<file path="src/rtl/vga_decoder.sv">
// vga_decoder: receive-side VGA timing decoder.
// Locks to a sync raster, rebuilds pixel coordinates, colour and frame stats.
module vga_decoder #(
    parameter int H_VISIBLE = 800,
    parameter int H_FRONT   = 24,
    parameter int H_SYNC    = 72,
    parameter int H_BACK    = 128,
    parameter int V_VISIBLE = 600,
    parameter int V_FRONT   = 1,
    parameter int V_SYNC    = 2,
    parameter int V_BACK    = 22,
    parameter int SYNC_POL  = 1
) (
    input  logic        clk_36MHz,
    input  logic        reset,
    input  logic        hsync,
    input  logic        vsync,
    input  logic        red,
    input  logic        green,
    input  logic        blue,
    output logic        locked,
    output logic        pix_valid,
    output logic [9:0]  pix_x,
    output logic [9:0]  pix_y,
    output logic [2:0]  pix_rgb,
    output logic        frame_start,
    output logic        frame_done,
    output logic [18:0] lit_count,
    output logic [7:0]  frame_count,
    output logic        sync_error
);

    localparam int H_TOTAL  = H_VISIBLE + H_FRONT + H_SYNC + H_BACK;
    localparam int V_TOTAL  = V_VISIBLE + V_FRONT + V_SYNC + V_BACK;
    localparam int HS_EXP   = H_VISIBLE + H_FRONT;
    localparam int VS_EXP   = V_VISIBLE + V_FRONT;
    localparam int VS_WIDTH = V_SYNC * H_TOTAL;

    localparam logic        POL        = (SYNC_POL != 0);
    localparam logic [10:0] HS_EXP_C   = 11'(HS_EXP);
    localparam logic [10:0] HS_NEXT_C  = 11'(HS_EXP + 1);
    localparam logic [10:0] H_LAST_C   = 11'(H_TOTAL - 1);
    localparam logic [10:0] H_VIS_C    = 11'(H_VISIBLE);
    localparam logic [10:0] H_PLAST_C  = 11'(H_VISIBLE - 1);
    localparam logic [9:0]  VS_EXP_C   = 10'(VS_EXP);
    localparam logic [9:0]  V_LAST_C   = 10'(V_TOTAL - 1);
    localparam logic [9:0]  V_VIS_C    = 10'(V_VISIBLE);
    localparam logic [9:0]  V_PLAST_C  = 10'(V_VISIBLE - 1);
    localparam logic [10:0] HS_W_C     = 11'(H_SYNC);
    localparam logic [20:0] VS_W_C     = 21'(VS_WIDTH);

    typedef enum logic [1:0] {
        UNLOCKED = 2'd0,
        HLOCK    = 2'd1,
        LOCKED   = 2'd2
    } state_t;

    state_t      state_q, state_d;

    logic [4:0]  s1_q;
    logic [1:0]  s0_q;
    logic        h_ok_q, h_ok_d;
    logic [10:0] h_cnt_q, h_cnt_d;
    logic [9:0]  v_cnt_q, v_cnt_d;
    logic [10:0] hs_w_q, hs_w_d;
    logic [20:0] vs_w_q, vs_w_d;

    logic        armed_q, armed_d;
    logic [18:0] acc_q, acc_d;
    logic        pix_valid_q, pix_valid_d;
    logic [9:0]  pix_x_q, pix_x_d;
    logic [9:0]  pix_y_q, pix_y_d;
    logic [2:0]  pix_rgb_q, pix_rgb_d;
    logic        frame_start_q, frame_start_d;
    logic        frame_done_q, frame_done_d;
    logic [18:0] lit_count_q, lit_count_d;
    logic [7:0]  frame_count_q, frame_count_d;
    logic        sync_error_q, sync_error_d;

    logic        hs_on, hs_prev, hs_rise, hs_fall;
    logic        vs_on, vs_prev, vs_rise, vs_fall;
    logic        h_match, v_match, h_wrap;
    logic        h_reload, v_reload, viol;
    logic        hs_w_bad, vs_w_bad;
    logic        lock_d, vis, first, last, lit;
    logic [2:0]  rgb;

    // S1 holds {hsync, vsync, r, g, b}; S0 keeps the previous sync sample
    assign hs_on   = (s1_q[4] == POL);
    assign vs_on   = (s1_q[3] == POL);
    assign hs_prev = (s0_q[1] == POL);
    assign vs_prev = (s0_q[0] == POL);
    assign hs_rise = hs_on & ~hs_prev;
    assign hs_fall = ~hs_on & hs_prev;
    assign vs_rise = vs_on & ~vs_prev;
    assign vs_fall = ~vs_on & vs_prev;
    assign rgb     = s1_q[2:0];

    assign h_match  = (h_cnt_q == HS_EXP_C);
    assign v_match  = (v_cnt_q == VS_EXP_C);
    assign h_wrap   = (h_cnt_q == H_LAST_C);
    assign hs_w_bad = hs_fall && (hs_w_q != HS_W_C);
    assign vs_w_bad = vs_fall && (vs_w_q != VS_W_C);

    always_comb begin
        state_d  = state_q;
        h_ok_d   = h_ok_q;
        h_reload = 1'b0;
        v_reload = 1'b0;
        viol     = 1'b0;
        unique case (state_q)
            UNLOCKED: begin
                if (hs_rise) begin
                    h_reload = 1'b1;
                    h_ok_d   = 1'b0;
                    state_d  = HLOCK;
                end
            end
            HLOCK: begin
                if (hs_rise) begin
                    if (h_match) begin
                        h_ok_d = 1'b1;
                    end else begin
                        h_reload = 1'b1;
                        h_ok_d   = 1'b0;
                    end
                end
                if (vs_rise && h_ok_q && !(hs_rise && !h_match)) begin
                    v_reload = 1'b1;
                    state_d  = LOCKED;
                end
            end
            LOCKED: begin
                viol = (hs_rise && !h_match)
                    || (vs_rise && !(h_match && v_match))
                    || hs_w_bad
                    || vs_w_bad;
                if (viol) begin
                    state_d = UNLOCKED;
                end
            end
            default: begin
                state_d = UNLOCKED;
            end
        endcase
    end

    // counters track the sample currently held in S1
    always_comb begin
        h_cnt_d = h_wrap ? 11'd0 : h_cnt_q + 11'd1;
        v_cnt_d = v_cnt_q;
        if (h_wrap) begin
            v_cnt_d = (v_cnt_q == V_LAST_C) ? 10'd0 : v_cnt_q + 10'd1;
        end
        if (h_reload) begin
            h_cnt_d = HS_NEXT_C;
            v_cnt_d = v_cnt_q;
        end
        if (v_reload) begin
            v_cnt_d = VS_EXP_C;
        end
    end

    always_comb begin
        hs_w_d = hs_w_q;
        vs_w_d = vs_w_q;
        if (hs_rise) begin
            hs_w_d = 11'd1;
        end else if (hs_on && hs_w_q != '1) begin
            hs_w_d = hs_w_q + 11'd1;
        end
        if (vs_rise) begin
            vs_w_d = 21'd1;
        end else if (vs_on && vs_w_q != '1) begin
            vs_w_d = vs_w_q + 21'd1;
        end
    end

    assign lock_d = (state_d == LOCKED);
    assign vis    = (h_cnt_q < H_VIS_C) && (v_cnt_q < V_VIS_C);
    assign first  = (h_cnt_q == 11'd0) && (v_cnt_q == 10'd0);
    assign last   = (h_cnt_q == H_PLAST_C) && (v_cnt_q == V_PLAST_C);
    assign lit    = vis && (rgb != 3'b000);

    always_comb begin
        pix_valid_d   = lock_d && vis;
        pix_x_d       = lock_d ? h_cnt_q[9:0] : 10'd0;
        pix_y_d       = lock_d ? v_cnt_q : 10'd0;
        pix_rgb_d     = lock_d ? rgb : 3'b000;
        frame_start_d = lock_d && first;
        frame_done_d  = 1'b0;
        lit_count_d   = lit_count_q;
        frame_count_d = frame_count_q;
        sync_error_d  = viol;
        armed_d       = armed_q;
        acc_d         = acc_q + 19'(lit);
        // a frame only counts if we were locked at its first pixel
        if (!lock_d) begin
            armed_d = 1'b0;
            acc_d   = 19'd0;
        end else if (first) begin
            armed_d = 1'b1;
            acc_d   = 19'(lit);
        end else if (last) begin
            acc_d = 19'd0;
            if (armed_q) begin
                frame_done_d  = 1'b1;
                lit_count_d   = acc_q + 19'(lit);
                frame_count_d = frame_count_q + 8'd1;
            end
        end
    end

    always_ff @(posedge clk_36MHz) begin
        if (reset) begin
            s1_q    <= '0;
            s0_q    <= '0;
            state_q <= UNLOCKED;
            h_ok_q  <= 1'b0;
            h_cnt_q <= '0;
            v_cnt_q <= '0;
            hs_w_q  <= '0;
            vs_w_q  <= '0;
        end else begin
            s1_q    <= {hsync, vsync, red, green, blue};
            s0_q    <= s1_q[4:3];
            state_q <= state_d;
            h_ok_q  <= h_ok_d;
            h_cnt_q <= h_cnt_d;
            v_cnt_q <= v_cnt_d;
            hs_w_q  <= hs_w_d;
            vs_w_q  <= vs_w_d;
        end
    end

    always_ff @(posedge clk_36MHz) begin
        if (reset) begin
            armed_q       <= 1'b0;
            acc_q         <= '0;
            pix_valid_q   <= 1'b0;
            pix_x_q       <= '0;
            pix_y_q       <= '0;
            pix_rgb_q     <= '0;
            frame_start_q <= 1'b0;
            frame_done_q  <= 1'b0;
            lit_count_q   <= '0;
            frame_count_q <= '0;
            sync_error_q  <= 1'b0;
        end else begin
            armed_q       <= armed_d;
            acc_q         <= acc_d;
            pix_valid_q   <= pix_valid_d;
            pix_x_q       <= pix_x_d;
            pix_y_q       <= pix_y_d;
            pix_rgb_q     <= pix_rgb_d;
            frame_start_q <= frame_start_d;
            frame_done_q  <= frame_done_d;
            lit_count_q   <= lit_count_d;
            frame_count_q <= frame_count_d;
            sync_error_q  <= sync_error_d;
        end
    end

    assign locked      = (state_q == LOCKED);
    assign pix_valid   = pix_valid_q;
    assign pix_x       = pix_x_q;
    assign pix_y       = pix_y_q;
    assign pix_rgb     = pix_rgb_q;
    assign frame_start = frame_start_q;
    assign frame_done  = frame_done_q;
    assign lit_count   = lit_count_q;
    assign frame_count = frame_count_q;
    assign sync_error  = sync_error_q;

endmodule
</file>
<file path="config.mk">
export PLATFORM = sky130hd
export DESIGN_NAME = vga_decoder
export DESIGN_NICKNAME = d
export VERILOG_FILES = /design/src/rtl/vga_decoder.sv
export SDC_FILE = /design/constraint.sdc
export NUM_CORES = 1
export LEC_CHECK = 0
export CAP_MARGIN = 20
export CORE_MARGIN = 2
export CORE_UTILIZATION = 56
export DETAILED_ROUTE_END_ITERATION = 8
export PLACE_DENSITY = 0.79
export SYNTH_ARGS = -nofsm -noshare
export SYNTH_HDL_FRONTEND = slang
export SYNTH_SLANG_ARGS = --single-unit
</file>
<file path="constraint.sdc">
create_clock -name clk_36MHz -period 4.1 [get_ports clk_36MHz]
set_input_delay 1.025 -clock clk_36MHz [delete_from_list [all_inputs] [get_ports clk_36MHz]]
set_output_delay 1.025 -clock clk_36MHz [all_outputs]
set_load 0.02 [all_outputs]
</file>
# [Word-level counts from Yosys, hierarchy flattened]
# Cells that the tools add are included.
[classes] add_sub_neg=6 reduce_logical=41 eq_ne=16 n_lt_le_gt_ge=2 n_bitwise=13 muxes=27
[op_table] cell="$mux 10" n=6
[op_table] cell="$eq 11x10->1 const B" n=3
[op_table] cell="$eq 10x10->1 const B" n=3
[op_table] cell="$add 11x1->11 const B" n=2
[op_table] cell="$add 21x1->21 const B" n=1
[op_table] cell="$ne 21x12->1 const B" n=1
[op_table] cell="$ne 21x21->1 const B" n=1
[op_table] cell="$add 19x1->19" n=1
[op_table] cell="$logic_and 1x1->1" n=15
[op_table] cell="$mux 1" n=15
[op_table] cell="$logic_not 11->1" n=1
[op_table] cell="$lt 11x10->1 const B" n=1
[op_table] cell="$ne 11x11->1 const B" n=1
[op_table] cell="$ne 11x7->1 const B" n=1
[op_table] cell="$add 10x1->10 const B" n=1
[op_table] cell="$logic_not 10->1" n=1
[op_table] cell="$lt 10x10->1 const B" n=1
[op_table] cell="$reduce_or 2->1" n=5
[op_table] cell="$not 1->1" n=9
[op_table] cell="$add 8x1->8 const B" n=1
[op_table] cell="$reduce_bool 2->1" n=4
[op_table] cell="$reduce_or 4->1" n=2
[op_table] cell="$mux 2" n=3
[op_table] cell="$pmux 2 s3" n=1
[op_table] cell="14 further kinds" n=25
[word_totals] register_bits=137 word_cells=129 output_inout_bits=55 input_bits=7

# [Depth between registers and ports, before layout]
[depth] word_depth=12 depth_mapped=13 mapped_depth_nobuf=12

# [Worst setup path before layout]
# OpenSTA, ideal clock, no wires.
[synth_timing] kind="reg2reg" start="register v_cnt_q[4]" end="register lit_count_q[18] (netlist: lit_count[18])" n_path_buf=1 path_stages_with_launch=14 synth_period_minus_slack_ps=2904 setup_time_ps=116 arrival_time_ps=2787 t_required_ps=3984 setup_slack_ps=1196 path_cell_list="dfxtp_1 -> buf_2 -> a21o_1 -> a211o_1 -> a221oi_1 -> o31a_1 -> ha_1 -> ha_1 -> nand4_1 -> nor4_1 -> and3_1 -> xnor2_1 -> o211ai_1 -> o211a_1"
[synth_between] elab_chain_len=11 word_cells_on_any_way=20 cone_classes="add/sub: 1; order compare: 1; eq/ne: 3; mux: 2; bitwise: 1; reduce/logical: 12"
[synth_rtl] item="start, declared" line_no="64" rtl="logic [9:0] v_cnt_q, v_cnt_d;"
[synth_rtl] item="start signal, assigned" line_no="230" rtl="v_cnt_q <= v_cnt_d;"
[synth_rtl] item="parallel branches: the longest is 11 deep, another holds $add 19x1->19"
[synth_rtl] item="end signal, assigned" line_no="258" rtl="lit_count_q <= lit_count_d;"
[synth_rtl] item="end, declared" line_no="76" rtl="logic [18:0] lit_count_q, lit_count_d;"
# Parallel ways; which one is timed is not known.
# A chain may end at the register's enable or synchronous reset.

# [Worst setup path in the final report]
[layout_timing] start="register v_cnt_q[4]" end="register lit_count_q[16] (netlist: lit_count[16])"
# The elaborated chain is that of the path after synthesis.

==> impl_metrics.ini <==
[finish]
syn_to_final_growth_pct = 22.7
antenna_cells = 0
final_nets = 729
drive_gt1_share_pct = 7.75

[route]
ant_nets = 0
drc_errors = 0
vias = 4940
drtPass1Iterations = 5
viasPerCell = 5.75
drt_iter0_markers = 215
finalWirelength_mm = 13.4
avgRoutedWirePerCell_um = 15.6

[critical_path]
crit_arrival_ns = 3.75
cp-end-kind = register
required_ns = 4.52
cp_max_fo = 9
start_kind = register
worstSetupPathType = register to register

[synth]
synth.avg_cell_area_sq_um = 9.12
synthTopCellsByArea = dfxtp_1 46%, nor2_1 4.6%, xnor2_1 3.7%, xor2_1 3.4%, and2_1 3.1%
syn_inst = 653
synthTopCellsByCount = 137 x dfxtp_1, 73 x nor2_1, 37 x nand2_1, 30 x and2_1, 29 x nand3_1
netlist.top_cell.by_area = dfxtp_1
ys_ff_latch = 137
yosysSeqAreaShare_pct = 46.0
synth_top_area_share_pct = 46.0
ys_warn_count = 0
synthFlopType = dfxtp_1
synth_cell_types = 55
synth_async_sr_flop_share_pct = 0
synth_most_common_cell = dfxtp_1
synth_fp_nets = 672
netlist_area_sq_mm = 0.00596
synth_edf_count = 0

[timing]
maxSlewHeadroom_pct = 49.9
finalHoldViolCount = 0
skew_ns = 0.00677
tns_ns = 0
setup_viol = 0
worst_pin_slew_ns = 0.743
min_period_ns = 3.32
finalCritPeriodShare_pct = 81.1
rsz0062_at_grt = no
layout_setup_ws_ns = 0.776
maxSlewViolCount = 0
max_freq_mhz = 301

[clock_tree]
cts_root_buf = clkbuf_8
cts_buffers = 17
htree_levels = 4
tritoncts = done
clk_pin_slew_ns = 0.06
clk_latency_ns = 0.53
cts_resized = 0
cts_setup_buffers = 0
holdBufCountCts = 0
clk_path_buf_depth = 2
cts.sinks = 137

[global_route]
grt_pass1_wl_mm = 22.6
grt_max_degree = 26
grt_pass1_vias = 4852
grtUsageTotal_pct = 24.7
gr-total-overflow = 0
grt_antenna_before_repair = 0

[outcome]
status = finished, final reports clean

[floorplanning]
rows = 37
die_height_um = 107
io_pins = 62
coreArea_sq_mm = 0.0103
initial_core_util_pct = 57.7
floorplan.die_area_sq_mm = 0.0115
die_w_um = 107

[job]
drv_cap = 0

[power]
p_comb_share_pct = 2.9
finalPower_uw = 3070
p_leak_uw = 0.00279
seq_power_share_pct = 44.4
power_density_mw_per_mm2 = 421
switching_power_uw = 631
internal_power_uw = 2440
switching_share_pct = 20.5
clock_power_share_pct = 52.6
ir_drop_mv = 0.428

[placed_design]
gp_congestion = 0.908
post-dp-hpwl_mm = 9.15
io_buffer_count = 61
pre_cts_ws_ns = 0.909

[min_path]
hp-class = register to register
## metrics by stage
step / hold WS, ns / utilization (%) / cells / instance area, sq um
2_1_floorplan: 0.431 / - / 653 / 5960
3_3_place_gp: 0.460 / 64.6 / 826 / 6670
3_5_place_dp: 0.452 / 64.7 / 827 / 6680
4_1_cts: 0.467 / 70.8 / 859 / 7310
5_1_grt: 0.479 / 70.8 / 859 / 7310
6_report: 0.460 / 70.8 / 859 / 7310
## cells by family after synthesis
group,synth area share [%]
XOR/XNOR,7.06
adder cells (fa/ha/maj),2.52
buffers and inverters,3.97
AO/OA/AOI/OAI,12.9
AND/OR/NAND/NOR,25.4
multiplexers,2.14
flip-flops,46.0
## sequential cells by signal (all words and copies together), names as in the netlist, 3 cells and up
register / count
pix_y: 10
frame_count: 8
hs_w_q: 11
acc_q: 19
v_cnt_q: 10
lit_count: 19
s1_q: 5
h_cnt_q: 11
pix_rgb: 3
pix_x: 10
vs_w_q: 21
## critical path, cell delays in order (launching register included)
cell and delay [ns]:
dfxtp_1 0.37, a21o_1 0.21, a211o_1 0.32, a221oi_1 0.33, o31a_1 0.24, ha_1 0.20
ha_1 0.23, nand4_1 0.13, nor4_1 0.46, nand3_1 0.18, xor2_1 0.25, o211ai_1 0.12
o211a_1 0.17
## cells in the final DEF (no fill, tap or decap), types with 4 or more instances in the layout
| master | count |
|---|---|
| dfxtp_1 | 137 |
| mux2_2 | 6 |
| nand2_1 | 37 |
| bufinv_16 | 5 |
| clkinv_2 | 5 |
| xor2_1 | 23 |
| mux2i_1 | 6 |
| nor4_1 | 10 |
| and2_1 | 30 |
| o211ai_1 | 22 |
| nor2_1 | 73 |
| nor3_1 | 18 |
| a21oi_1 | 13 |
| nand4_1 | 19 |
| buf_4 | 10 |
| o21ai_0 | 20 |
| nand2b_1 | 4 |
| clkdlybuf4s50_1 | 61 |
| ha_1 | 12 |
| or3_1 | 10 |
| nor2b_1 | 13 |
| nand3_1 | 29 |
| nor3b_1 | 4 |
| o211a_1 | 18 |
| nor4b_1 | 4 |
| clkbuf_16 | 16 |
| xnor2_1 | 25 |
| inv_1 | 25 |
| and3_1 | 12 |
| a31oi_1 | 7 |
| and4_1 | 6 |
## power groups by stage
stage          Combinational [uW]  Clock [uW]  Sequential, uW
2_1_floorplan                67.6           0            1390
3_3_place_gp                 84.6           0            1390
3_5_place_dp                 89.0           0            1390
4_1_cts                      90.2        1640            1360
5_1_grt                       101        1700            1370
6_report                     90.3        1620            1370
## routing by layer
metal / global-route usage [%] / up-vias / wire length, um
met4: 11.7 / 0 / 325
met5: 0 / - / 0
met2: 40.4 / 143 / 6550
met3: 6.69 / 32 / 613
li1: - / 2422 / -
met1: 30.0 / 2343 / 5910
## final cells by class
type	count	area, sq um
flip-flops and latches	137	2740
repair buffers	71	686
well taps	136	170
multi-input cells	458	2990
clock buffers	19	432
inverters	25	93.8
clock inverters	13	200
fillers	750	3010
## final timing paths
path / from / end / slack (ns) / cells past startpoint
worst max-delay path: v_cnt_q[4] / lit_count[16] / 0.78 / 12
worst max register to register: v_cnt_q[4] / lit_count[16] / 0.78 / 12
worst min-delay path: s1_q[0] / pix_rgb[0] / 0.46 / 1
worst min register to register: s1_q[0] / pix_rgb[0] / 0.46 / 1
Note: power is estimated with default switching activity, not from simulation.
==> patch: new RTL, config.mk and constraints unchanged <==
Change the parameter `SYNC_POL` from 1 to 0.
--- a/src/rtl/vga_decoder.sv
+++ b/src/rtl/vga_decoder.sv
@@ -10,5 +10,5 @@
     parameter int V_SYNC    = 2,
     parameter int V_BACK    = 22,
-    parameter int SYNC_POL  = 1
+    parameter int SYNC_POL  = 0
 ) (
     input  logic        clk_36MHz,
Formal check against the unedited RTL: no difference found for any inputs over 10 cycles, from zero or initial values and one cycle with reset high; that may be too few to reach the edited logic, so the function may still have changed.
==> patch against the original RTL <==
Sequential cell count unchanged. Synthesized cell count decreased by 1.8%. Critical path depth unchanged. Final area decreased by 1.4%. Wire length increased by 0.87%. Worst setup slack got worse by 210 ps. Global-route usage increased by 0.51 points. Synthesized area decreased by 1.4%. Total power decreased by 3.3%.
==> patch: results <==
export IMPL_syn_num_nets=660
export IMPL_fin_skew_ps=10.8
export IMPL_path_clk_slew_ps=60
export IMPL_min_delay_start="armed_q$_SDFFE_PP0P_"
export IMPL_irDropWorstVdd_mv=0.313
export IMPL_synthTopCellsByCount="dfxtp_1 (137), nor2_1 (74), nand2_1 (39)"
export IMPL_grt_max_degree=35
export IMPL_grt_pass1_vias=4800
export IMPL_gp_congestion=0.852
export IMPL_worstPathArrival_ps=3960
export IMPL_ys_warn_count=0
export IMPL_synthAdderAreaFrac_pct=2.56
export IMPL_track_usage_pct=25.2
export IMPL_synthMuxAreaShare_pct=1.83
export IMPL_synth_area_leaders="dfxtp_1 (47%), xor2_1 (5.1%), nor2_1 (4.7%)"
export IMPL_holdWs_ps=495
export IMPL_leakage_nw=2.77
export IMPL_place_inst=819
export IMPL_synth_xor_area_share_pct=7.90
export IMPL_num_fill_cells=795
export IMPL_synth_compound_area_share_pct=11.9
export IMPL_synth_area_per_cell_um2=9.17
export IMPL_drive_gt1_share_pct=6.85
export IMPL_fin_ws_ps=566
export IMPL_layout_nets=721
export IMPL_max_stage_delay_ps=510
export IMPL_dp_slack_ps=780
export IMPL_status="finished, final reports clean"
export IMPL_synth_seq_area_share_pct=46.7
export IMPL_grt_pass1_wl_um=22900
export IMPL_timing_hold_worst_endpoint="armed_q$_SDFFE_PP0P_"
export IMPL_wire_per_inst_um=15.9
export IMPL_final_cells=851
[patch: kinds of logic after synthesis]
group           Yosys count
mux                      10
fa+ha+maj                12
xor+xnor                 53
buf+inv                  51
flops                   137
simple gates            284
compound gates           94
[patch: routing by layer]
layer  wire, um  share of wire [%]  global-route usage, %  vias up
li1           -                  -                      -     2401
met1       5770                 43                   30.6     2329
met2       6880                 51                   43.1      140
met3        632                4.7                   5.76       26
met4        233                1.7                   10.0        0
met5          0                  0                      0        -
[patch: report_power, final]
group / internal (mW) / switching (mW)
Combinational: 0.0355 / 0.0533
Sequential: 1.35 / 0.0182
Clock: 0.929 / 0.590
Total: 2.31 / 0.662
[patch: layout make-up]
cell class	count	area share, %
clock buffers	18	5.80
clock inverters	14	2.41
inverters	23	1.20
multi-input cells	453	40.8
flip-flops and latches	137	38.1
well taps	136	2.36
repair buffers	70	9.41
